<file path="src/rtl/msf_time_encoder_if.sv">
// Strobe inputs, BCD time fields and the encoded-output bundle of the MSF time encoder.
// Every strobe here is valid-only: a strobe counts in each cycle where it is high at a
// rising clock edge. There is no ready/back-pressure; the encoder accepts every strobe.
interface msf_time_encoder_if;
  logic       tick_i;
  logic       load_i;
  logic [3:0] year_h_i;
  logic [3:0] year_l_i;
  logic       month_h_i;
  logic [3:0] month_l_i;
  logic [1:0] day_h_i;
  logic [3:0] day_l_i;
  logic [2:0] dow_i;
  logic [1:0] hour_h_i;
  logic [3:0] hour_l_i;
  logic [2:0] minute_h_i;
  logic [3:0] minute_l_i;
  logic       carrier_o;
  logic [5:0] second_o;
  logic       bits_valid_o;
  logic [1:0] bits_data_o;
  logic       second_00_o;
  logic       minute_o;

  modport master (
    output tick_i, load_i, year_h_i, year_l_i, month_h_i, month_l_i, day_h_i, day_l_i,
           dow_i, hour_h_i, hour_l_i, minute_h_i, minute_l_i,
    input  carrier_o, second_o, bits_valid_o, bits_data_o, second_00_o, minute_o
  );

  modport slave (
    input  tick_i, load_i, year_h_i, year_l_i, month_h_i, month_l_i, day_h_i, day_l_i,
           dow_i, hour_h_i, hour_l_i, minute_h_i, minute_l_i,
    output carrier_o, second_o, bits_valid_o, bits_data_o, second_00_o, minute_o
  );
endinterface

</file>
<file path="src/rtl/msf_time_encoder.sv">
// MSF time-code encoder: steps 100 ms slots, emits the carrier on/off pattern and the
// per-second {B,A} bits for a BCD time frame that is reloaded or auto-incremented each minute.
module msf_time_encoder (
  input  logic              clk_i,
  input  logic              rst_ni,
  msf_time_encoder_if.slave bus,
  output logic              dbg_state_o
);

  typedef struct packed {
    logic [3:0] year_h;
    logic [3:0] year_l;
    logic       month_h;
    logic [3:0] month_l;
    logic [1:0] day_h;
    logic [3:0] day_l;
    logic [2:0] dow;
    logic [1:0] hour_h;
    logic [3:0] hour_l;
    logic [2:0] minute_h;
    logic [3:0] minute_l;
  } frame_t;

  typedef enum logic {
    ST_IDLE = 1'b0,
    ST_RUN  = 1'b1
  } state_e;

  state_e      state_q;
  logic [3:0]  tenth_q, tenth_d;
  logic [5:0]  second_q, second_d;
  frame_t      active_q, active_d, pending_q, field_in;
  logic        pend_v_q;
  logic        carrier_q, carrier_d;
  logic        valid_q, s00_q, minute_q;
  logic [1:0]  data_q;
  logic        minute_start;
  logic        a_bit, b_bit;
  logic [58:0] stream;
  logic [5:0]  a_idx;

  function automatic frame_t inc_minute(input frame_t f);
    frame_t r;
    r = f;
    if (f.minute_l == 4'd9) begin
      r.minute_l = 4'd0;
      if (f.minute_h == 3'd5) begin
        r.minute_h = 3'd0;
        if (f.hour_h == 2'd2 && f.hour_l == 4'd3) begin
          r.hour_h = 2'd0;
          r.hour_l = 4'd0;
        end else if (f.hour_l == 4'd9) begin
          r.hour_l = 4'd0;
          r.hour_h = f.hour_h + 2'd1;
        end else begin
          r.hour_l = f.hour_l + 4'd1;
        end
      end else begin
        r.minute_h = f.minute_h + 3'd1;
      end
    end else begin
      r.minute_l = f.minute_l + 4'd1;
    end
    return r;
  endfunction

  assign field_in = {bus.year_h_i, bus.year_l_i, bus.month_h_i, bus.month_l_i, bus.day_h_i,
                     bus.day_l_i, bus.dow_i, bus.hour_h_i, bus.hour_l_i, bus.minute_h_i,
                     bus.minute_l_i};

  always_comb begin
    tenth_d  = tenth_q;
    second_d = second_q;
    if (state_q == ST_IDLE) begin
      tenth_d  = 4'd0;
      second_d = 6'd0;
    end else if (tenth_q == 4'd9) begin
      tenth_d  = 4'd0;
      second_d = (second_q == 6'd59) ? 6'd0 : second_q + 6'd1;
    end else begin
      tenth_d = tenth_q + 4'd1;
    end

    minute_start = bus.tick_i && (tenth_d == 4'd0) && (second_d == 6'd0);
    active_d     = pend_v_q ? pending_q : inc_minute(active_q);

    // A bits in transmission order: stream[58] is second 01, stream[0] is second 59.
    stream = {16'd0, active_q, 8'b0111_1110};
    a_idx  = 6'd59 - second_d;
    a_bit  = (second_d == 6'd0) ? 1'b0 : stream[a_idx];

    unique case (second_d)
      6'd54:   b_bit = ~^{active_q.year_h, active_q.year_l};
      6'd55:   b_bit = ~^{active_q.month_h, active_q.month_l, active_q.day_h, active_q.day_l};
      6'd56:   b_bit = ~^active_q.dow;
      6'd57:   b_bit = ~^{active_q.hour_h, active_q.hour_l, active_q.minute_h, active_q.minute_l};
      default: b_bit = 1'b0;
    endcase

    if (second_d == 6'd0) begin
      carrier_d = (tenth_d >= 4'd5);
    end else begin
      unique case (tenth_d)
        4'd0:    carrier_d = 1'b0;
        4'd1:    carrier_d = ~a_bit;
        4'd2:    carrier_d = ~b_bit;
        default: carrier_d = 1'b1;
      endcase
    end
  end

  always_ff @(posedge clk_i) begin
    if (!rst_ni) begin
      state_q   <= ST_IDLE;
      tenth_q   <= 4'd0;
      second_q  <= 6'd0;
      active_q  <= '0;
      pending_q <= '0;
      pend_v_q  <= 1'b0;
      carrier_q <= 1'b1;
      valid_q   <= 1'b0;
      s00_q     <= 1'b0;
      minute_q  <= 1'b0;
      data_q    <= 2'b00;
    end else begin
      valid_q  <= 1'b0;
      s00_q    <= 1'b0;
      minute_q <= 1'b0;
      if (bus.tick_i) begin
        state_q   <= ST_RUN;
        tenth_q   <= tenth_d;
        second_q  <= second_d;
        carrier_q <= carrier_d;
        if (tenth_d == 4'd0) begin
          valid_q <= 1'b1;
          data_q  <= {b_bit, a_bit};
          s00_q   <= (second_d == 6'd0);
        end
        if (minute_start) begin
          active_q <= active_d;
          minute_q <= 1'b1;
        end
      end
      // A load on the minute tick lands in pending after the old pending was consumed.
      if (bus.load_i) begin
        pending_q <= field_in;
        pend_v_q  <= 1'b1;
      end else if (minute_start) begin
        pend_v_q <= 1'b0;
      end
    end
  end

  assign bus.carrier_o    = carrier_q;
  assign bus.second_o     = second_q;
  assign bus.bits_valid_o = valid_q;
  assign bus.bits_data_o  = data_q;
  assign bus.second_00_o  = s00_q;
  assign bus.minute_o     = minute_q;
  assign dbg_state_o      = (state_q == ST_RUN);

endmodule

</file>
<file path="src/flat_wrapper.sv">
// flat-port wrapper written by rule: the top's interface ports become plain ports
module msf_time_encoder_flat 
  (clk_i, rst_ni, dbg_state_o, bus_tick_i, bus_load_i, bus_year_h_i, bus_year_l_i, bus_month_h_i, bus_month_l_i, bus_day_h_i, bus_day_l_i, bus_dow_i, bus_hour_h_i, bus_hour_l_i, bus_minute_h_i, bus_minute_l_i, bus_carrier_o, bus_second_o, bus_bits_valid_o, bus_bits_data_o, bus_second_00_o, bus_minute_o);
  msf_time_encoder_if bus_i ();
  input  logic clk_i;
  input  logic rst_ni;
  output logic dbg_state_o;
  input wire logic [$bits(bus_i.tick_i)-1:0] bus_tick_i;
  input wire logic [$bits(bus_i.load_i)-1:0] bus_load_i;
  input wire logic [$bits(bus_i.year_h_i)-1:0] bus_year_h_i;
  input wire logic [$bits(bus_i.year_l_i)-1:0] bus_year_l_i;
  input wire logic [$bits(bus_i.month_h_i)-1:0] bus_month_h_i;
  input wire logic [$bits(bus_i.month_l_i)-1:0] bus_month_l_i;
  input wire logic [$bits(bus_i.day_h_i)-1:0] bus_day_h_i;
  input wire logic [$bits(bus_i.day_l_i)-1:0] bus_day_l_i;
  input wire logic [$bits(bus_i.dow_i)-1:0] bus_dow_i;
  input wire logic [$bits(bus_i.hour_h_i)-1:0] bus_hour_h_i;
  input wire logic [$bits(bus_i.hour_l_i)-1:0] bus_hour_l_i;
  input wire logic [$bits(bus_i.minute_h_i)-1:0] bus_minute_h_i;
  input wire logic [$bits(bus_i.minute_l_i)-1:0] bus_minute_l_i;
  output wire logic [$bits(bus_i.carrier_o)-1:0] bus_carrier_o;
  output wire logic [$bits(bus_i.second_o)-1:0] bus_second_o;
  output wire logic [$bits(bus_i.bits_valid_o)-1:0] bus_bits_valid_o;
  output wire logic [$bits(bus_i.bits_data_o)-1:0] bus_bits_data_o;
  output wire logic [$bits(bus_i.second_00_o)-1:0] bus_second_00_o;
  output wire logic [$bits(bus_i.minute_o)-1:0] bus_minute_o;
  assign bus_i.tick_i = bus_tick_i;
  assign bus_i.load_i = bus_load_i;
  assign bus_i.year_h_i = bus_year_h_i;
  assign bus_i.year_l_i = bus_year_l_i;
  assign bus_i.month_h_i = bus_month_h_i;
  assign bus_i.month_l_i = bus_month_l_i;
  assign bus_i.day_h_i = bus_day_h_i;
  assign bus_i.day_l_i = bus_day_l_i;
  assign bus_i.dow_i = bus_dow_i;
  assign bus_i.hour_h_i = bus_hour_h_i;
  assign bus_i.hour_l_i = bus_hour_l_i;
  assign bus_i.minute_h_i = bus_minute_h_i;
  assign bus_i.minute_l_i = bus_minute_l_i;
  assign bus_carrier_o = bus_i.carrier_o;
  assign bus_second_o = bus_i.second_o;
  assign bus_bits_valid_o = bus_i.bits_valid_o;
  assign bus_bits_data_o = bus_i.bits_data_o;
  assign bus_second_00_o = bus_i.second_00_o;
  assign bus_minute_o = bus_i.minute_o;
  msf_time_encoder u_core (.clk_i(clk_i), .rst_ni(rst_ni), .bus(bus_i), .dbg_state_o(dbg_state_o));
endmodule
</file>
<file path="config.mk">
export PLATFORM = sky130hd
export DESIGN_NAME = msf_time_encoder_flat
export DESIGN_NICKNAME = d
export VERILOG_FILES = /design/src/rtl/msf_time_encoder_if.sv /design/src/rtl/msf_time_encoder.sv /design/src/flat_wrapper.sv
export SDC_FILE = /design/constraint.sdc
export NUM_CORES = 1
export LEC_CHECK = 0
export BUFFER_PORTS_ARGS = -buffer_cell sky130_fd_sc_hd__clkbuf_2
export CORE_ASPECT_RATIO = 0.8
export CORE_MARGIN = 10
export CORE_UTILIZATION = 52
export CTS_BUF_LIST = sky130_fd_sc_hd__clkbuf_4
export DETAILED_ROUTE_END_ITERATION = 12
export PLACE_DENSITY = 0.83
export SYNTH_ARGS = -nofsm -noshare
export SYNTH_HDL_FRONTEND = slang
export SYNTH_SLANG_ARGS = --single-unit
</file>
<file path="constraint.sdc">
create_clock -name clk_i -period 9.95 [get_ports clk_i]
set_input_delay 1.4925 -clock clk_i [delete_from_list [all_inputs] [get_ports clk_i]]
set_output_delay 1.4925 -clock clk_i [all_outputs]
set_load 0.05 [all_outputs]
</file>
# Word-level counts from Yosys, hierarchy flattened
# Index checks and enable logic that the tools add are counted.
# W data, S select, Z words.
[word_totals]
register_bits = 88
input_bits = 39
out_inout_bits = 13
word_cells = 99
[op_classes]
add_sub_neg = 7
n_lt_le_gt_ge = 2
eq_ne = 13
muxes = 23
n_bitwise = 2
n_reduce_logical = 21
[op_table]
columns = ["op", "n"]
rows = [
  ["$eq A6 B6 Y1 const B", 5],
  ["$mux W6", 5],
  ["$mux W4", 4],
  ["$mux W13", 1],
  ["$reduce_xnor A13 Y1", 1],
  ["$add A4 B1 Y4 const B", 3],
  ["$eq A4 B4 Y1 const B", 3],
  ["$reduce_xnor A11 Y1", 1],
  ["$mux W9", 1],
  ["$reduce_and A3 Y1", 3],
  ["$eq A4 B2 Y1 const B", 2],
  ["$reduce_xnor A8 Y1", 1],
  ["$lt A6 B7 Y1 const B", 1],
  ["$mux W1", 7],
  ["$add A6 B1 Y6 const B", 1],
  ["$bmux W1 S6", 1],
  ["$logic_not A6 Y1", 1],
  ["$reduce_and A2 Y1", 3],
  ["$reduce_bool A2 Y1", 3],
  ["$sub A6 B6 Y6 const A", 1],
  ["$reduce_and A5 Y1", 1],
  ["$eq A4 B1 Y1 const B", 1],
  ["$ge A4 B3 Y1 const B", 1],
  ["$logic_not A4 Y1", 1],
  ["other kinds (13)", 16],
]

# Depth between registers and ports, before layout
[depth]
depth_word = 11
ltp_mapped = 16
depth_no_buf = 15

# Least setup slack after synthesis
# No wires, ideal clock.
[synth_timing]
path_type = "register to register"
start = "reg u_core.second_q[0], in the netlist u_core.bus.second_o[0]"
end = "reg u_core.data_q[0], in the netlist u_core.bus.bits_data_o[0]"
setup_time_ns = 0.122
t_arrival_ns = 3.184
required_time_ns = 9.828
slack_ns = 6.644
stages_incl_launch_ff = 10
path_buffers = 0
cell_sequence = "dfxtp_1 -> nand3_1 -> or3_1 -> a21oi_1 -> inv_1 -> ha_1 -> mux4_2 -> o21ai_1 -> o211ai_1 -> a311o_1"
[synth_via]
elab_chain_cells = 8
[synth_rtl]
columns = ["item", "line", "rtl"]
rows = [
  ["from (decl)", "msf_time_encoder.sv:31", "logic [5:0] second_q, second_d;"],
  ["from (signal assigned)", "msf_time_encoder.sv:132", "second_q <= second_d;"],
  ["$add A6 B1 Y6 or $eq A6 B6 Y1 (tied branches)", "msf_time_encoder.sv:79", "second_d = (second_q == 6'd59) ? 6'd0 : second_q + 6'd1;"],
  ["$mux W6 *", "msf_time_encoder.sv:79", ""],
  ["$mux W6 *", "msf_time_encoder.sv:77", "end else if (tenth_q == 4'd9) begin"],
  ["$mux W6 *", "msf_time_encoder.sv:74", "if (state_q == ST_IDLE) begin"],
  ["via u_core.second_d[3]", "msf_time_encoder.sv:31", ""],
  ["$sub A6 B6 Y6", "msf_time_encoder.sv:89", "a_idx = 6'd59 - second_d;"],
  ["$bmux W1 S6", "msf_time_encoder.sv:90", "a_bit = (second_d == 6'd0) ? 1'b0 : stream[a_idx];"],
  ["$mux W1 (implied by the code)", "msf_time_encoder.sv:90", ""],
  ["$mux W1 *", "msf_time_encoder.sv:90", ""],
  ["to (signal assigned)", "msf_time_encoder.sv:136", "data_q <= {b_bit, a_bit};"],
  ["to (decl)", "msf_time_encoder.sv:36", "logic [1:0] data_q;"],
]
# The timed path passes the listed nets; every way through them passes the cells marked *. The select of a mux whose other input is x is not followed.
# A chain may end at the register's enable or synchronous reset.

# Worst setup path in the final report
[layout_timing]
start = "reg u_core.tenth_q[0]"
end = "reg u_core.active_q[30] (netlist bit)"
[layout_via]
elab_chain_cells = 7
[layout_rtl]
columns = ["item", "line", "rtl"]
rows = [
  ["from (decl)", "msf_time_encoder.sv:30", "logic [3:0] tenth_q, tenth_d;"],
  ["from (signal assigned)", "msf_time_encoder.sv:131", "tenth_q <= tenth_d;"],
  ["$add A4 B1 Y4 or $eq A4 B4 Y1 (tied branches)", "msf_time_encoder.sv:81, msf_time_encoder.sv:77", ""],
  ["$mux W4", "msf_time_encoder.sv:77", ""],
  ["$mux W4", "msf_time_encoder.sv:74", ""],
  ["$logic_not A4 Y1", "msf_time_encoder.sv:84", "minute_start = bus.tick_i && (tenth_d == 4'd0) && (second_d == 6'd0);"],
  ["$logic_and A1 B1 Y1", "msf_time_encoder.sv:84", ""],
  ["$logic_and A1 B1 Y1 *", "msf_time_encoder.sv:84", ""],
  ["$reduce_and A3 Y1 (no line) *", "-", ""],
  ["to (signal assigned)", "msf_time_encoder.sv:140", "active_q <= active_d;"],
  ["to (decl)", "msf_time_encoder.sv:32", "frame_t active_q, active_d, pending_q, field_in;"],
]
# Mark *: on every way between the ends. The rest lies on a longest branch, timed or not.

==> flow_summary.yaml <==
layout:
  final_cell_mix: "88 x dfxtp_1, 81 x nand2_1, 62 x mux2i_1"
  final_area_sq_um: 5390
  antenna_cells: 0
  drive_above_1_share_pct: 13.4
  finalNetCount: 646
  syn_to_final_growth_pct: 7.06
  final_common_cell: "dfxtp_1"
logic_synthesis:
  synth_top_family_by_area: "simple AND/OR/NAND/NOR gates"
  synth_xor_area_share_pct: 5.49
  synth-edff-count: 0
  post_synth.cell_area_avg_sq_um: 8.90
  synthDistinctLibCells: 68
  ys_async_sr_fraction_pct: 0
  synth-adder-area-share_pct: 3.23
  synth.area.mux_share_pct: 13.6
  synth_flop_cell: "dfxtp_1"
  synth-simple-area-share_pct: 21.6
  synth-compound-area-share_pct: 16.6
  synth_fp_nets: 618
  ys_ff_latch: 88
  yosysWarningCount: 0
  ys_seq_area_share_pct: 35.0
  syn_inst: 566
  netlist_area_sq_um: 5030
floorplan:
  io_pins: 52
  fp-row-count: 32
  die_area_sq_um: 14000
  die_h_um: 108
  die_w_um: 130
  initial_core_util_pct: 52.8
  coreArea_sq_um: 9530
worst_setup_path:
  slowest_delay_ns: 0.57
  worstPathMaxFanout: 22
  ff2ff_path_depth: 9
  crit_path_start_kind: "flop"
  cp.required_ns: 10.28
  endpoint_kind: "flop"
  cpMostUsedCell: "nand2_1"
  crit_type: "reg2reg"
  worstPathCellList: "ha_1 > and3b_1 > mux2i_2 > nor3_2 > nand4_2 > nor2_1 > nand2_1 > nand2_1 > a21boi_0"
  cp_slowest_cell: "nand2_1"
  arrival_ns: 4.00
cts:
  cts.sinks: 88
  clock-root-buffer: "clkbuf_4"
  tritoncts: "done"
  clkLatencyLatePin_ns: 0.45
  clockBufferDepth: 2
  cts_inserted_buffers: 9
  h-tree-depth: 3
  cts.clk_slew.worst_paths_ns: 0.15
  ctsHoldBuffers: 0
  postCtsSetupBuffers: 0
  ctsResizeCount: 0
global_route:
  grt_max_degree: 90
  track_usage_pct: 16.5
  grt.met3_usage_pct: 5.38
  grt_pass1_vias: 4041
  grt_overflow_total: 0
  grt.busiest_layer: "met2"
  grt_pass1_wl_mm: 19.2
  grtUsageMet2_pct: 25.8
  met1_usage_pct: 21.2
  antenna_found_initial: 0
routing:
  vias: 4225
  drt_first_iter_violations: 298
  antenna_left: 0
  via_per_inst: 5.88
  post_drt_wl_per_cell_um: 15.9
  wl_mm: 11.4
  drt-pass1-iter-count: 6
  drc: 0
timing:
  max_freq_mhz: 273
  skew_ns: 0.0142
  setup_tns_ns: 0
  fin_crit_sh_pct: 36.9
  setup_viol: 0
  fin_crit_ns: 3.67
  drv_slew: 0
  max_slew_margin_pct: 21.9
  rsz0062_at_grt: "false"
  worst_slew_pin_slew_ns: 1.17
  hold_viol: 0
min_path:
  holdPathStages: 2
  worstHoldPathType: "reg2reg"
pwr:
  power.density_nw_per_um2: 119
  vdd_drop_max_uv: 89.4
  cellLeakagePower_uw: 0.00223
  power.total_uw: 640
placement:
  place_area_sq_um: 5280
  place_congestion: 0.973
  hpwl_mm: 8.21
  io_buffers: 51
status:
  outcome: "completed"
job:
  cap_violations: 0
## flip-flops by register name, summed over array words and instances, names as in the netlist
signal	flops
u_core.active_q	35
u_core.bus.bits_data_o	2
u_core.bus.bits_valid_o	1
u_core.bus.carrier_o	1
u_core.bus.minute_o	1
u_core.bus.second_00_o	1
u_core.bus.second_o	6
u_core.dbg_state_o	1
u_core.pend_v_q	1
u_core.pending_q	35
u_core.tenth_q	4
## layer usage
layer / part of all wire (%) / wire [um] / vias to the layer above
li1: - / - / 2042
met1: 45 / 5090 / 1967
met2: 46 / 5190 / 186
met3: 7.9 / 902 / 30
met4: 1.7 / 198 / 0
met5: 0 / 0 / -
## critical path, delay by kind of cell (launching register included)
kind | cells | cell delay (ns)
compound gates | 1 | 0.11
flops | 1 | 0.49
mux | 1 | 0.30
fa+ha+maj | 1 | 0.30
simple gates | 6 | 2.34
## final timing paths
| check | startpoint | endpoint | slack, ns |
|---|---|---|---|
| worst max-delay path | u_core.tenth_q[0] | u_core.active_q[30] | 6.28 |
| worst min-delay path | u_core.pending_q[22] | u_core.active_q[22] | 0.48 |
| worst max register to register | u_core.tenth_q[0] | u_core.active_q[30] | 6.28 |
| worst min register to register | u_core.pending_q[22] | u_core.active_q[22] | 0.48 |
## cell type report
| type | count | area [sq um] |
|---|---|---|
| Sequential cell | 88 | 1760 |
| Timing Repair Buffer | 52 | 263 |
| Tap cell | 119 | 149 |
| Clock buffer | 9 | 67.6 |
| Inverter | 15 | 56.3 |
| Fill cell | 872 | 4140 |
| Clock inverter | 7 | 46.3 |
| Multi-Input combinational cell | 428 | 3050 |
## logic make-up (layout without fill, tap and decap cells)
group	after synthesis	after routing
compound gates	112	112
xor+xnor	30	30
buf+inv	50	83
fa+ha+maj	13	13
mux	66	66
flops	88	88
simple gates	207	207
## where the power goes
| group | switching, uW | total (uW) | internal [uW] |
|---|---|---|---|
| Combinational | 41.4 | 78.9 | 37.5 |
| Clock | 130 | 182 | 51.2 |
| Sequential | 13.9 | 380 | 366 |
## synth_stat cells, drive strengths merged (3+ instances only)
| cell type | instances | share of area [%] |
|---|---|---|
| nand3 | 12 | 1.2 |
| nand2b | 4 | 0.50 |
| nand4 | 4 | 0.62 |
| buf | 12 | 1.7 |
| xnor2 | 25 | 4.3 |
| a22oi | 3 | 0.45 |
| nor2 | 17 | 1.3 |
| nor2b | 49 | 6.1 |
| nor3 | 11 | 1.3 |
| o2111ai | 3 | 0.52 |
| o211a | 9 | 1.8 |
| o21ai | 25 | 2.5 |
| and3 | 7 | 0.87 |
| xor2 | 4 | 0.70 |
| a211oi | 3 | 0.45 |
| nand3b | 3 | 0.70 |
| a21boi | 25 | 3.8 |
| inv | 15 | 1.1 |
| a31oi | 3 | 0.37 |
| nor4 | 4 | 0.80 |
| dfxtp | 88 | 35 |
| clkbuf | 23 | 1.7 |
| mux2i | 63 | 13 |
| a21oi | 11 | 1.1 |
| o211ai | 5 | 0.75 |
| and2 | 8 | 0.99 |
| ha | 13 | 3.2 |
| nand2 | 81 | 6.0 |
## metrics by stage
stage / utilization, % / instances / setup WS, ns / hold WS [ns]
detailed placement: 55.4 / 702 / 6.27 / 0.466
CTS: 56.6 / 718 / 6.38 / 0.484
floorplan: - / 566 / 6.64 / 0.440
finish: 56.6 / 718 / 6.28 / 0.475
global placement: 55.4 / 702 / 6.43 / 0.459
global route: 56.6 / 718 / 6.10 / 0.508
(Power assumes the default switching activity.)
